### src/rtl/uart_tx_ctrl_if.sv
// UART transmit controller handshake bundle.
// Parallel request side plus serial line and busy flag.
interface uart_tx_ctrl_if #(
  parameter int Data_WD = 8
);
  logic [Data_WD-1:0] P_DATA;
  logic               Data_Valid;
  logic               PAR_EN;
  logic               par_bit;
  logic               TX_OUT;
  logic               busy;

  modport master (
    output P_DATA,
    output Data_Valid,
    output PAR_EN,
    output par_bit,
    input  TX_OUT,
    input  busy
  );

  modport slave (
    input  P_DATA,
    input  Data_Valid,
    input  PAR_EN,
    input  par_bit,
    output TX_OUT,
    output busy
  );
endinterface

### src/rtl/uart_tx_ctrl.sv
// UART transmit controller: start/data/parity/stop framing.
// One bit per baud clock, LSB first, registered outputs.
module uart_tx_ctrl #(
  parameter int Data_WD = 8
) (
  input  logic           CLK,
  input  logic           RST,
  uart_tx_ctrl_if.slave  bus
);

  localparam int CW = (Data_WD > 1) ? $clog2(Data_WD) : 1;
  localparam logic [CW-1:0] LAST = CW'(Data_WD - 1);

  typedef enum logic [2:0] {
    IDLE,
    START,
    DATA,
    PARITY,
    STOP
  } state_t;

  state_t             state, state_d;
  logic [Data_WD-1:0] sh, sh_d;
  logic [CW-1:0]      cnt, cnt_d;
  logic               pen, pen_d;
  logic               tx_q, tx_d;
  logic               busy_q, busy_d;
  logic               accept;

  always_ff @(posedge CLK or negedge RST) begin
    if (!RST) begin
      state  <= IDLE;
      sh     <= '0;
      cnt    <= '0;
      pen    <= 1'b0;
      tx_q   <= 1'b1;
      busy_q <= 1'b0;
    end else begin
      state  <= state_d;
      sh     <= sh_d;
      cnt    <= cnt_d;
      pen    <= pen_d;
      tx_q   <= tx_d;
      busy_q <= busy_d;
    end
  end

  always_comb begin
    state_d = state;
    sh_d    = sh;
    cnt_d   = cnt;
    pen_d   = pen;
    tx_d    = 1'b1;
    busy_d  = 1'b0;
    accept  = bus.Data_Valid &&
              (state == IDLE || state == STOP);

    unique case (state)
      IDLE, STOP: begin
        if (accept) begin
          state_d = START;
          sh_d    = bus.P_DATA;
          pen_d   = bus.PAR_EN;
        end else begin
          state_d = IDLE;
        end
      end
      START: begin
        state_d = DATA;
        cnt_d   = '0;
      end
      DATA: begin
        sh_d  = sh >> 1;
        cnt_d = cnt + CW'(1);
        if (cnt == LAST)
          state_d = pen ? PARITY : STOP;
      end
      PARITY: state_d = STOP;
      default: state_d = IDLE;
    endcase

    // Outputs are derived from the next state so they register with it.
    unique case (state_d)
      START: begin
        tx_d   = 1'b0;
        busy_d = 1'b1;
      end
      DATA: begin
        tx_d   = sh_d[0];
        busy_d = 1'b1;
      end
      PARITY: begin
        tx_d   = bus.par_bit;
        busy_d = 1'b1;
      end
      default: begin
        tx_d   = 1'b1;
        busy_d = 1'b0;
      end
    endcase
  end

  assign bus.TX_OUT = tx_q;
  assign bus.busy   = busy_q;

endmodule

### src/flat_wrapper.sv
// flat-port wrapper written by rule: the top's interface ports become plain ports
module uart_tx_ctrl_flat 
#(
  parameter int Data_WD = 8
)
  (CLK, RST, bus_P_DATA, bus_Data_Valid, bus_PAR_EN, bus_par_bit, bus_TX_OUT, bus_busy);
  uart_tx_ctrl_if #(.Data_WD(Data_WD)) bus_i ();
  input  logic CLK;
  input  logic RST;
  input wire logic [$bits(bus_i.P_DATA)-1:0] bus_P_DATA;
  input wire logic [$bits(bus_i.Data_Valid)-1:0] bus_Data_Valid;
  input wire logic [$bits(bus_i.PAR_EN)-1:0] bus_PAR_EN;
  input wire logic [$bits(bus_i.par_bit)-1:0] bus_par_bit;
  output wire logic [$bits(bus_i.TX_OUT)-1:0] bus_TX_OUT;
  output wire logic [$bits(bus_i.busy)-1:0] bus_busy;
  assign bus_i.P_DATA = bus_P_DATA;
  assign bus_i.Data_Valid = bus_Data_Valid;
  assign bus_i.PAR_EN = bus_PAR_EN;
  assign bus_i.par_bit = bus_par_bit;
  assign bus_TX_OUT = bus_i.TX_OUT;
  assign bus_busy = bus_i.busy;
  uart_tx_ctrl #(.Data_WD(Data_WD)) u_core (.CLK(CLK), .RST(RST), .bus(bus_i));
endmodule
### config.mk
export PLATFORM = sky130hd
export DESIGN_NAME = uart_tx_ctrl_flat
export DESIGN_NICKNAME = d
export VERILOG_FILES = /design/src/rtl/uart_tx_ctrl_if.sv /design/src/rtl/uart_tx_ctrl.sv /design/src/flat_wrapper.sv
export SDC_FILE = /design/constraint.sdc
export NUM_CORES = 1
export LEC_CHECK = 0
export ABC_AREA = 0
export ABC_CLOCK_PERIOD_IN_PS = 1970
export CAP_MARGIN = 10
export CORE_UTILIZATION = 50
export CTS_CLUSTER_DIAMETER = 40
export DETAILED_ROUTE_END_ITERATION = 6
export GPL_ROUTABILITY_DRIVEN = 0
export PLACE_DENSITY = 0.85
export SYNTH_ARGS = -nofsm -noshare
export SYNTH_HDL_FRONTEND = slang
export SYNTH_SLANG_ARGS = --single-unit
### constraint.sdc
create_clock -name CLK -period 1.97 [get_ports CLK]
set_clock_uncertainty 0.05 [all_clocks]
set_input_delay 0.4925 -clock CLK [delete_from_list [all_inputs] [get_ports CLK]]
set_output_delay 0.4925 -clock CLK [all_outputs]
set_load 0.05 [all_outputs]
# Word level (Yosys, flattened, before mapping)
# Index checks and enable logic that the tools add are counted.
[classes] n_mux=9 order_cmp=0 n_reduce_logical=9 n_bitwise=0 div_mod_pow=0 n_addsub=1 shift=0 eq_ne=9 mul=0
[op_table] operator="one-hot mux 8 bit (2 select lines)" n=1
[op_table] operator="equality test 3 x 2 -> 1 bit (second input constant)" n=4
[op_table] operator="one-hot mux 3 bit (4 select lines)" n=1
[op_table] operator="two-way mux 8 bit" n=1
[op_table] operator="equality test 3 x 1 -> 1 bit (second input constant)" n=2
[op_table] operator="equality test 3 bit (second input constant)" n=2
[op_table] operator="two-way mux 3 bit" n=2
[op_table] operator="one-hot mux 3 bit (2 select lines)" n=1
[op_table] operator="AND reduction 2 bit" n=2
[op_table] operator="nonzero test 2 bit" n=2
[op_table] operator="adder 3 x 1 -> 3 bit (second input constant)" n=1
[op_table] operator="zero test 3 bit" n=1
[op_table] operator="one-hot mux 1 bit (3 select lines)" n=1
[op_table] operator="OR reduction 3 bit" n=1
[op_table] operator="two-way mux 1 bit" n=2
[op_table] operator="inequality test 2 x 1 -> 1 bit (second input constant)" n=1
[op_table] operator="OR reduction 2 bit" n=1
[op_table] operator="logical AND 1 bit" n=1
[op_table] operator="logical OR 1 bit" n=1
[totals] ff_bits=17 mem_bits_ro=0 out_inout_bits=2 memories=0 input_bits=13 elab_cells=35 ramBits=0 latch_bits=0

# Depth between registers and ports, before layout
# Gate-level depths: netlist of the first run.
[logic_depth] ltp_word=8 ltp_mapped=6 depth_no_buf=6

# Worst setup path after synthesis of the first run
# OpenSTA, ideal clock, no wires.
[synth_path] path_type="reg2reg" from="register u_core.cnt[0]" to="register u_core.busy_q, in the netlist u_core.bus.busy" synth_period_minus_slack_ns=1.427 setup_ns=0.066 path_buffers=0 t_required_ns=1.854 arrival_time_ns=1.311 setup_slack_ns=0.543 path_stages_with_launch=6 cell_sequence="dfrtp_1 -> ha_1 -> ha_1 -> a211o_1 -> a21oi_2 -> nand2b_1"
[synth_via] elab_chain_len=6 word_cells_on_any_way=8 cone_classes="4 x eq/ne; 3 x mux; 1 x reduce/logical"
[synth_lines] element="start: declaration" line_no="uart_tx_ctrl.sv:24" source="logic [CW-1:0] cnt, cnt_d;"
[synth_lines] element="start signal: assignment" line_no="uart_tx_ctrl.sv:41" source="cnt <= cnt_d;"
[synth_lines] element="equality test 3 bit (*)" line_no="uart_tx_ctrl.sv:75" source="if (cnt == LAST)"
[synth_lines] element="two-way mux 3 bit (*)" line_no="uart_tx_ctrl.sv:75"
[synth_lines] element="one-hot mux 3 bit (4 select lines) (*)" line_no="uart_tx_ctrl.sv:58" source="unique case (state)"
[synth_lines] element="net u_core.state_d[1]" line_no="uart_tx_ctrl.sv:22" source="state_t state, state_d;"
[synth_lines] element="equality test 3 x 1 -> 1 bit / equality test 3 x 2 -> 1 bit (equally long branches)" line_no="uart_tx_ctrl.sv:83" source="unique case (state_d)"
[synth_lines] element="OR reduction 3 bit (no source line) (*)"
[synth_lines] element="two-way mux 1 bit (*)" line_no="uart_tx_ctrl.sv:83"
[synth_lines] element="net u_core.busy_d" line_no="uart_tx_ctrl.sv:27" source="logic busy_q, busy_d;"
[synth_lines] element="end signal: assignment" line_no="uart_tx_ctrl.sv:44" source="busy_q <= busy_d;"
[synth_lines] element="end: declaration" line_no="uart_tx_ctrl.sv:27"
# The timed path passes the listed nets; every way through them passes the cells marked *.
# A chain may end at the register's enable or synchronous reset.

# Worst setup path in the final report of the first run
# Same ends and word-level chain as after synthesis.

==> results.yml, run 1 <==
sta:
  relSlewSlack_pct: 67.2
  period_share_pct: 78.5
  finalSetupViolations: 0
  tightest_slew_ns: 0.492
  slew_violations: 0
  layout_min_cycle_time_ns: 1.55
  grt_setup_unrepaired: "no"
  hold_violations: 0
  max_freq_mhz: 646
  hold_slack_ns: 0.418
  tns_ns: 0
floorplan:
  coreArea_sq_mm: 0.00154
  dieWidth_um: 42.9
  dieArea_sq_mm: 0.00184
  row_count: 14
  io_pins: 15
  chipHeight_um: 42.9
  start_util_pct: 54.2
clocking:
  cts_buffers: 3
  cts_max_path_buffers: 2
  clock_latency_ns: 0.28
  cts_tree: "yes"
  cts_htree_levels: 1
  postCtsSetupBuffers: 0
  clockRootBuffer: "clkbuf_4"
  postCtsHoldBufs: 0
  clock_sinks: 17
  path_clk_slew_ns: 0.09
  post_cts_resized: 0
logic_synthesis:
  syn_area_sq_um: 836
  synth.distinct_cells: 26
  ys_ff_latch: 17
  syn_area_per_cell_sq_um: 11.3
  yosysSeqAreaShare_pct: 51.0
  syn_nets: 89
  yosys_most_used_dff: "dfrtp_1"
  synth_edf_count: 0
  synth_warnings: 0
  syn_inst: 74
  ys_async_sr_fraction_pct: 100
worst_setup_path:
  critPathMaxFanout: 4
  crit_required_ns: 2.14
  cp-end-kind: "register"
  regToRegStartpoint: "u_core.cnt[0]$_DFFE_PN0P_"
  critPathLaunch: "u_core.cnt[0]$_DFFE_PN0P_"
  crit_type: "register to register"
  critPathArrivalTime_ns: 1.72
  cp-start-kind: "register"
flow_run:
  maxCapViolCount: 0
grt:
  grt_usage_pct: 18.6
  gr-total-overflow: 0
  antenna_found_initial: 0
  grt_pass1_wl_um: 2480
  grt_pass1_vias: 598
  grt_start_max_net_pins: 15
outcome:
  status: "finished, final reports clean"
power:
  power.total_mw: 1.47
  power_density_mw_per_mm2: 1470
  vdd_drop_max_mv: 0.751
  p_leak_nw: 0.490
route:
  drt_wl_total_um: 1410
  dr.pass1.iters: 4
  dr.first_iter.drc_count: 6
  drc: 0
  via_per_inst: 5.71
  dr_total_vias: 611
  wire_per_inst_um: 13.2
  antenna_left: 0
finish:
  synthToLayoutAreaGrowth_pct: 19.9
  nNetsFinal: 107
  diodes: 0
  drive_gt1_share_pct: 16.5
  fillers: 127
placed_design:
  hpwl_um: 1050
  portBuffers: 14
worst_hold_path:
  hold_path.class: "input pin to asynchronous set/reset pin"
[worst max-delay path: stages (launching register included)]
cell,delay [ns]
dfrtp_1,0.42
ha_1,0.21
ha_1,0.21
a211o_1,0.31
a21oi_2,0.18
nand2b_1,0.13
[cell usage in the layout, fill, tap and decap left out]
cell             netlist  routed
nor2_2                 1       1
clkbuf_1               0       1
buf_4                  0       3
inv_2                  1       1
a211o_1                1       1
nand2b_4               2       2
nor2_1                 4       4
a21oi_1                3       3
a21o_2                 1       1
a31oi_1                2       2
clkdlybuf4s50_1        0      12
ha_1                   2       2
dfrtp_1               16      16
nand2_1                6       6
o22ai_1                1       1
a22oi_1                2       2
a21o_1                 7       7
and3_1                 1       1
a22o_1                 7       7
a21oi_2                1       1
nor4bb_1               1       1
clkbuf_4               0       3
nand2b_1               1       1
dfstp_2                1       1
inv_1                  3       3
o21ai_0                4       4
nand4b_1               1       1
and4bb_1               1       1
nor2_4                 2       2
[where the power goes]
group	switching, mW	internal [mW]
Sequential	0.143	0.511
Combinational	0.333	0.301
Clock	0.102	0.0785
Total	0.579	0.890
[logic make-up (layout without fill, tap and decap cells)]
family / after synthesis / count (layout) / share of synthesized area (%)
adders and majority gates: 2 / 2 / 2.99
buffers and inverters: 6 / 23 / 4.49
and+or+nand+nor: 20 / 20 / 16.5
DFF: 17 / 17 / 51.0
AOI/OAI and AO/OA: 29 / 29 / 25.0
[final timing paths]
check	endpoint	slack, ns	depth (start not counted)
worst max register to register	u_core.bus.busy$_DFF_PN0_	0.42	5
max in group asynchronous	u_core.sh[7]$_DFFE_PN0P_	1.00	2
worst min-delay path	u_core.bus.busy$_DFF_PN0_	0.42	1
worst max-delay path	u_core.bus.busy$_DFF_PN0_	0.42	5
min in group CLK	u_core.sh[4]$_DFFE_PN0P_	0.44	1
worst min register to register	u_core.sh[4]$_DFFE_PN0P_	0.44	1
[routing by layer]
| layer | global-route usage (%) | routed length, um |
|---|---|---|
| met5 | 0 | 0 |
| met4 | 11.9 | 15 |
| met3 | 3.83 | 47 |
| met2 | 28.5 | 649 |
| met1 | 23.7 | 698 |
[through the flow]
stage | setup WS, ns | cells | area (sq um) | util (%)
floorplan | 0.543 | 74 | 836 | -
global placement | 0.187 | 103 | 976 | 63.3
detailed placement | 0.156 | 103 | 976 | 63.3
CTS | 0.415 | 107 | 1000 | 65.0
global route | 0.370 | 107 | 1000 | 65.0
finish | 0.423 | 107 | 1000 | 65.0
[registers in the layout, summed over array words and instances (netlist names)]
register	cells
u_core.sh	8
u_core.cnt	3
u_core.state	3
u_core.bus.TX_OUT	1
u_core.bus.busy	1
u_core.pen	1
[cell usage after synthesis, types with 2 or more instances]
cell	n	area, sq um
a21oi_1	3	15.0
ha_1	2	25.0
nor2_4	2	22.5
nand2_1	6	22.5
nor2_1	4	15.0
a22o_1	7	61.3
inv_1	3	11.3
a21o_1	7	52.6
o21ai_0	4	20.0
dfrtp_1	16	400
a31oi_1	2	12.5
nand2b_4	2	27.5
a22oi_1	2	15.0
buf_6	2	22.5
[final cells by class]
class                   count  area (sq um)  share of cell area, %
inverters                   4          15.0                   1.50
well taps                  16          20.0                   2.00
repair buffers             15           143                   14.2
clock buffers               4          26.3                   2.62
flip-flops and latches     17           427                   42.6
multi-input cells          51           372                   37.1
No activity file was read; power rests on OpenSTA's default activity.
==> inputs of run 2 (changes only) <==
--- a/config.mk
+++ b/config.mk
@@ -6,13 +6,13 @@
 export NUM_CORES = 1
 export LEC_CHECK = 0
 export ABC_AREA = 0
-export ABC_CLOCK_PERIOD_IN_PS = 1970
+export ABC_CLOCK_PERIOD_IN_PS = 1410
 export CAP_MARGIN = 10
-export CORE_UTILIZATION = 50
+export CORE_UTILIZATION = 45
 export CTS_CLUSTER_DIAMETER = 40
 export DETAILED_ROUTE_END_ITERATION = 6
 export GPL_ROUTABILITY_DRIVEN = 0
-export PLACE_DENSITY = 0.85
+export PLACE_DENSITY = 0.81
 export SYNTH_ARGS = -nofsm -noshare
 export SYNTH_HDL_FRONTEND = slang
 export SYNTH_SLANG_ARGS = --single-unit
==> constraint.sdc (replaced) <==
create_clock -name CLK -period 1.41 [get_ports CLK]
set_clock_uncertainty 0.05 [all_clocks]
set_input_delay 0.3525 -clock CLK [delete_from_list [all_inputs] [get_ports CLK]]
set_output_delay 0.3525 -clock CLK [all_outputs]
set_load 0.05 [all_outputs]
==> results.yml, run 2 (synthesized netlist as in run 1, its figures left out) <==
outcome:
  status: "finished, violations left"
  violations: "setup timing"
power:
  p_leak_nw: 0.545
  vdd_drop_max_mv: 0.995
  power_density_mw_per_mm2: 2080
clocking:
  path_clk_slew_ns: 0.09
  clock_latency_ns: 0.29
  cts_htree_levels: 1
  cts_max_path_buffers: 2
  clockRootBuffer: "clkbuf_4"
  cts_buffers: 3
  clock_sinks: 17
  cts_tree: "yes"
placed_design:
  hpwl_um: 1180
  portBuffers: 14
  dpl_cell_area_sq_mm: 0.00106
  dpl_worst_slack_ns: -0.263
worst_setup_path:
  r2r_setup_slack_ns: -0.08
  critPathBufInv: 0
  crit_type: "register to register"
  cp_slowest_cell: "dfrtp_1"
  cp-end-kind: "register"
  critPathArrivalTime_ns: 1.68
  critical-path-max-stage-delay_ns: 0.40
  cpLargestDelayFamily: "compound AO/OA/AOI/OAI gates"
  crit_required_ns: 1.60
  cp_cell_sequence: "ha_2, ha_4, a211o_1, a21oi_2, nand2b_4"
  critPathMaxFanout: 3
  cp-start-kind: "register"
sta:
  period_share_pct: 105
  layout_min_cycle_time_ns: 1.49
  grt_setup_unrepaired: "yes"
  finalSetupViolations: 3
  hold_violations: 0
  slew_violations: 0
  setup_slack_ns: -0.0758
  tightest_slew_ns: 0.427
  tns_ns: -0.176
  relSlewSlack_pct: 71.5
  max_freq_mhz: 673
finish:
  layout_commonest_cell: "dfrtp_1"
  drive_gt1_share_pct: 28.0
  nNetsFinal: 116
  final_area_sq_mm: 0.00113
  synthToLayoutAreaGrowth_pct: 35.8
  largest_reg_flops: 8
  reg_top3: "u_core.sh (8), u_core.cnt (3), u_core.state (3)"
  diodes: 0
  fillers: 150
  largest_register: "u_core.sh"
  mostFrequentLayoutCells: "dfrtp_1, clkdlybuf4s50_1, buf_4"
floorplan:
  dieArea_sq_mm: 0.00203
  coreArea_sq_mm: 0.00173
  chipHeight_um: 45.1
  row_count: 15
  io_pins: 15
  start_util_pct: 48.4
  dieWidth_um: 45.1
flow_run:
  maxCapViolCount: 0
route:
  dr_total_vias: 649
  drt_wl_total_um: 1700
  dr.pass1.iters: 4
  antenna_left: 0
  wire_per_inst_um: 13.6
  dr.first_iter.drc_count: 14
  via_per_inst: 5.19
  drc: 0
worst_hold_path:
  hold_path.class: "input pin to asynchronous set/reset pin"
grt:
  grt_usage_pct: 19.5
  grt_pass1_vias: 626
  antenna_found_initial: 0
  gr-total-overflow: 0
  grt_start_max_net_pins: 18
  grt_pass1_wl_um: 2710
## run 2: changes by cell type in the layout (fill, tap and decap cells not counted)
cell / delta
nand2b_4: +1
buf_4: +7
nand2b_1: -1
nor2_4: +1
nor2_2: -1
dfrtp_1: -1
ha_1: -2
dfrtp_2: +1
ha_2: +1
ha_4: +1
buf_12: +2
## run 2: power breakdown
group	switching (mW)	internal [mW]	total, mW
combinational	0.548	0.623	1.17
sequential	0.205	0.719	0.924
clock	0.154	0.110	0.264
## run 2: cell type report
cell class / instances / area, sq um / area share [%]
Clock buffer: 4 / 26.3 / 2.32
Tap cell: 25 / 31.3 / 2.76
Sequential cell: 17 / 428 / 37.7
Multi-Input combinational cell: 51 / 399 / 35.2
Timing Repair Buffer: 24 / 235 / 20.7
Inverter: 4 / 15.0 / 1.32
## run 2: final timing paths
path / start / endpoint / cells after the start
hold / removal: RST / u_core.state[0]$_DFF_PN0_ / 2
min in group CLK: u_core.sh[1]$_DFFE_PN0P_ / u_core.sh[1]$_DFFE_PN0P_ / 1
setup / recovery: u_core.cnt[1]$_DFFE_PN0P_ / u_core.bus.busy$_DFF_PN0_ / 5
hold reg to reg: u_core.sh[1]$_DFFE_PN0P_ / u_core.sh[1]$_DFFE_PN0P_ / 1
max in group asynchronous: RST / u_core.bus.TX_OUT$_DFF_PN1_ / 2
setup reg to reg: u_core.cnt[1]$_DFFE_PN0P_ / u_core.bus.busy$_DFF_PN0_ / 5
## run 2: layer usage
layer | track usage [%] | part of all wire [%] | up-vias
met4 | 12.7 | 2.5 | 0
met2 | 31.6 | 51 | 20
met1 | 23.7 | 43 | 301
li1 | - | - | 323
met5 | 0 | 0 | -
met3 | 3.60 | 3.8 | 5
## run 2: timing repair
action,CTS,global route
hold buffers,0,0
setup endpoints to repair,2,11
buffers inserted,2,1
pin swaps,5,0
resized for setup,3,1
hold endpoints to repair,0,0
## run 2: worst reg2reg max path, cell delays in order, from the launching register on
cell and delay [ns]:
dfrtp_1 0.40, ha_2 0.20, ha_4 0.16, a211o_1 0.28, a21oi_2 0.19, nand2b_4 0.15
## run 2: stage by stage
step	power [mW]	hold slack [ns]	util (%)	std cells
6_report	2.36	0.316	65.7	125
5_1_grt	2.53	0.322	65.7	125
4_1_cts	2.35	0.313	65.0	124
3_5_place_dp	2.00	0.418	61.5	118
3_3_place_gp	1.95	0.411	61.5	118
2_1_floorplan	1.63	0.00691	-	74
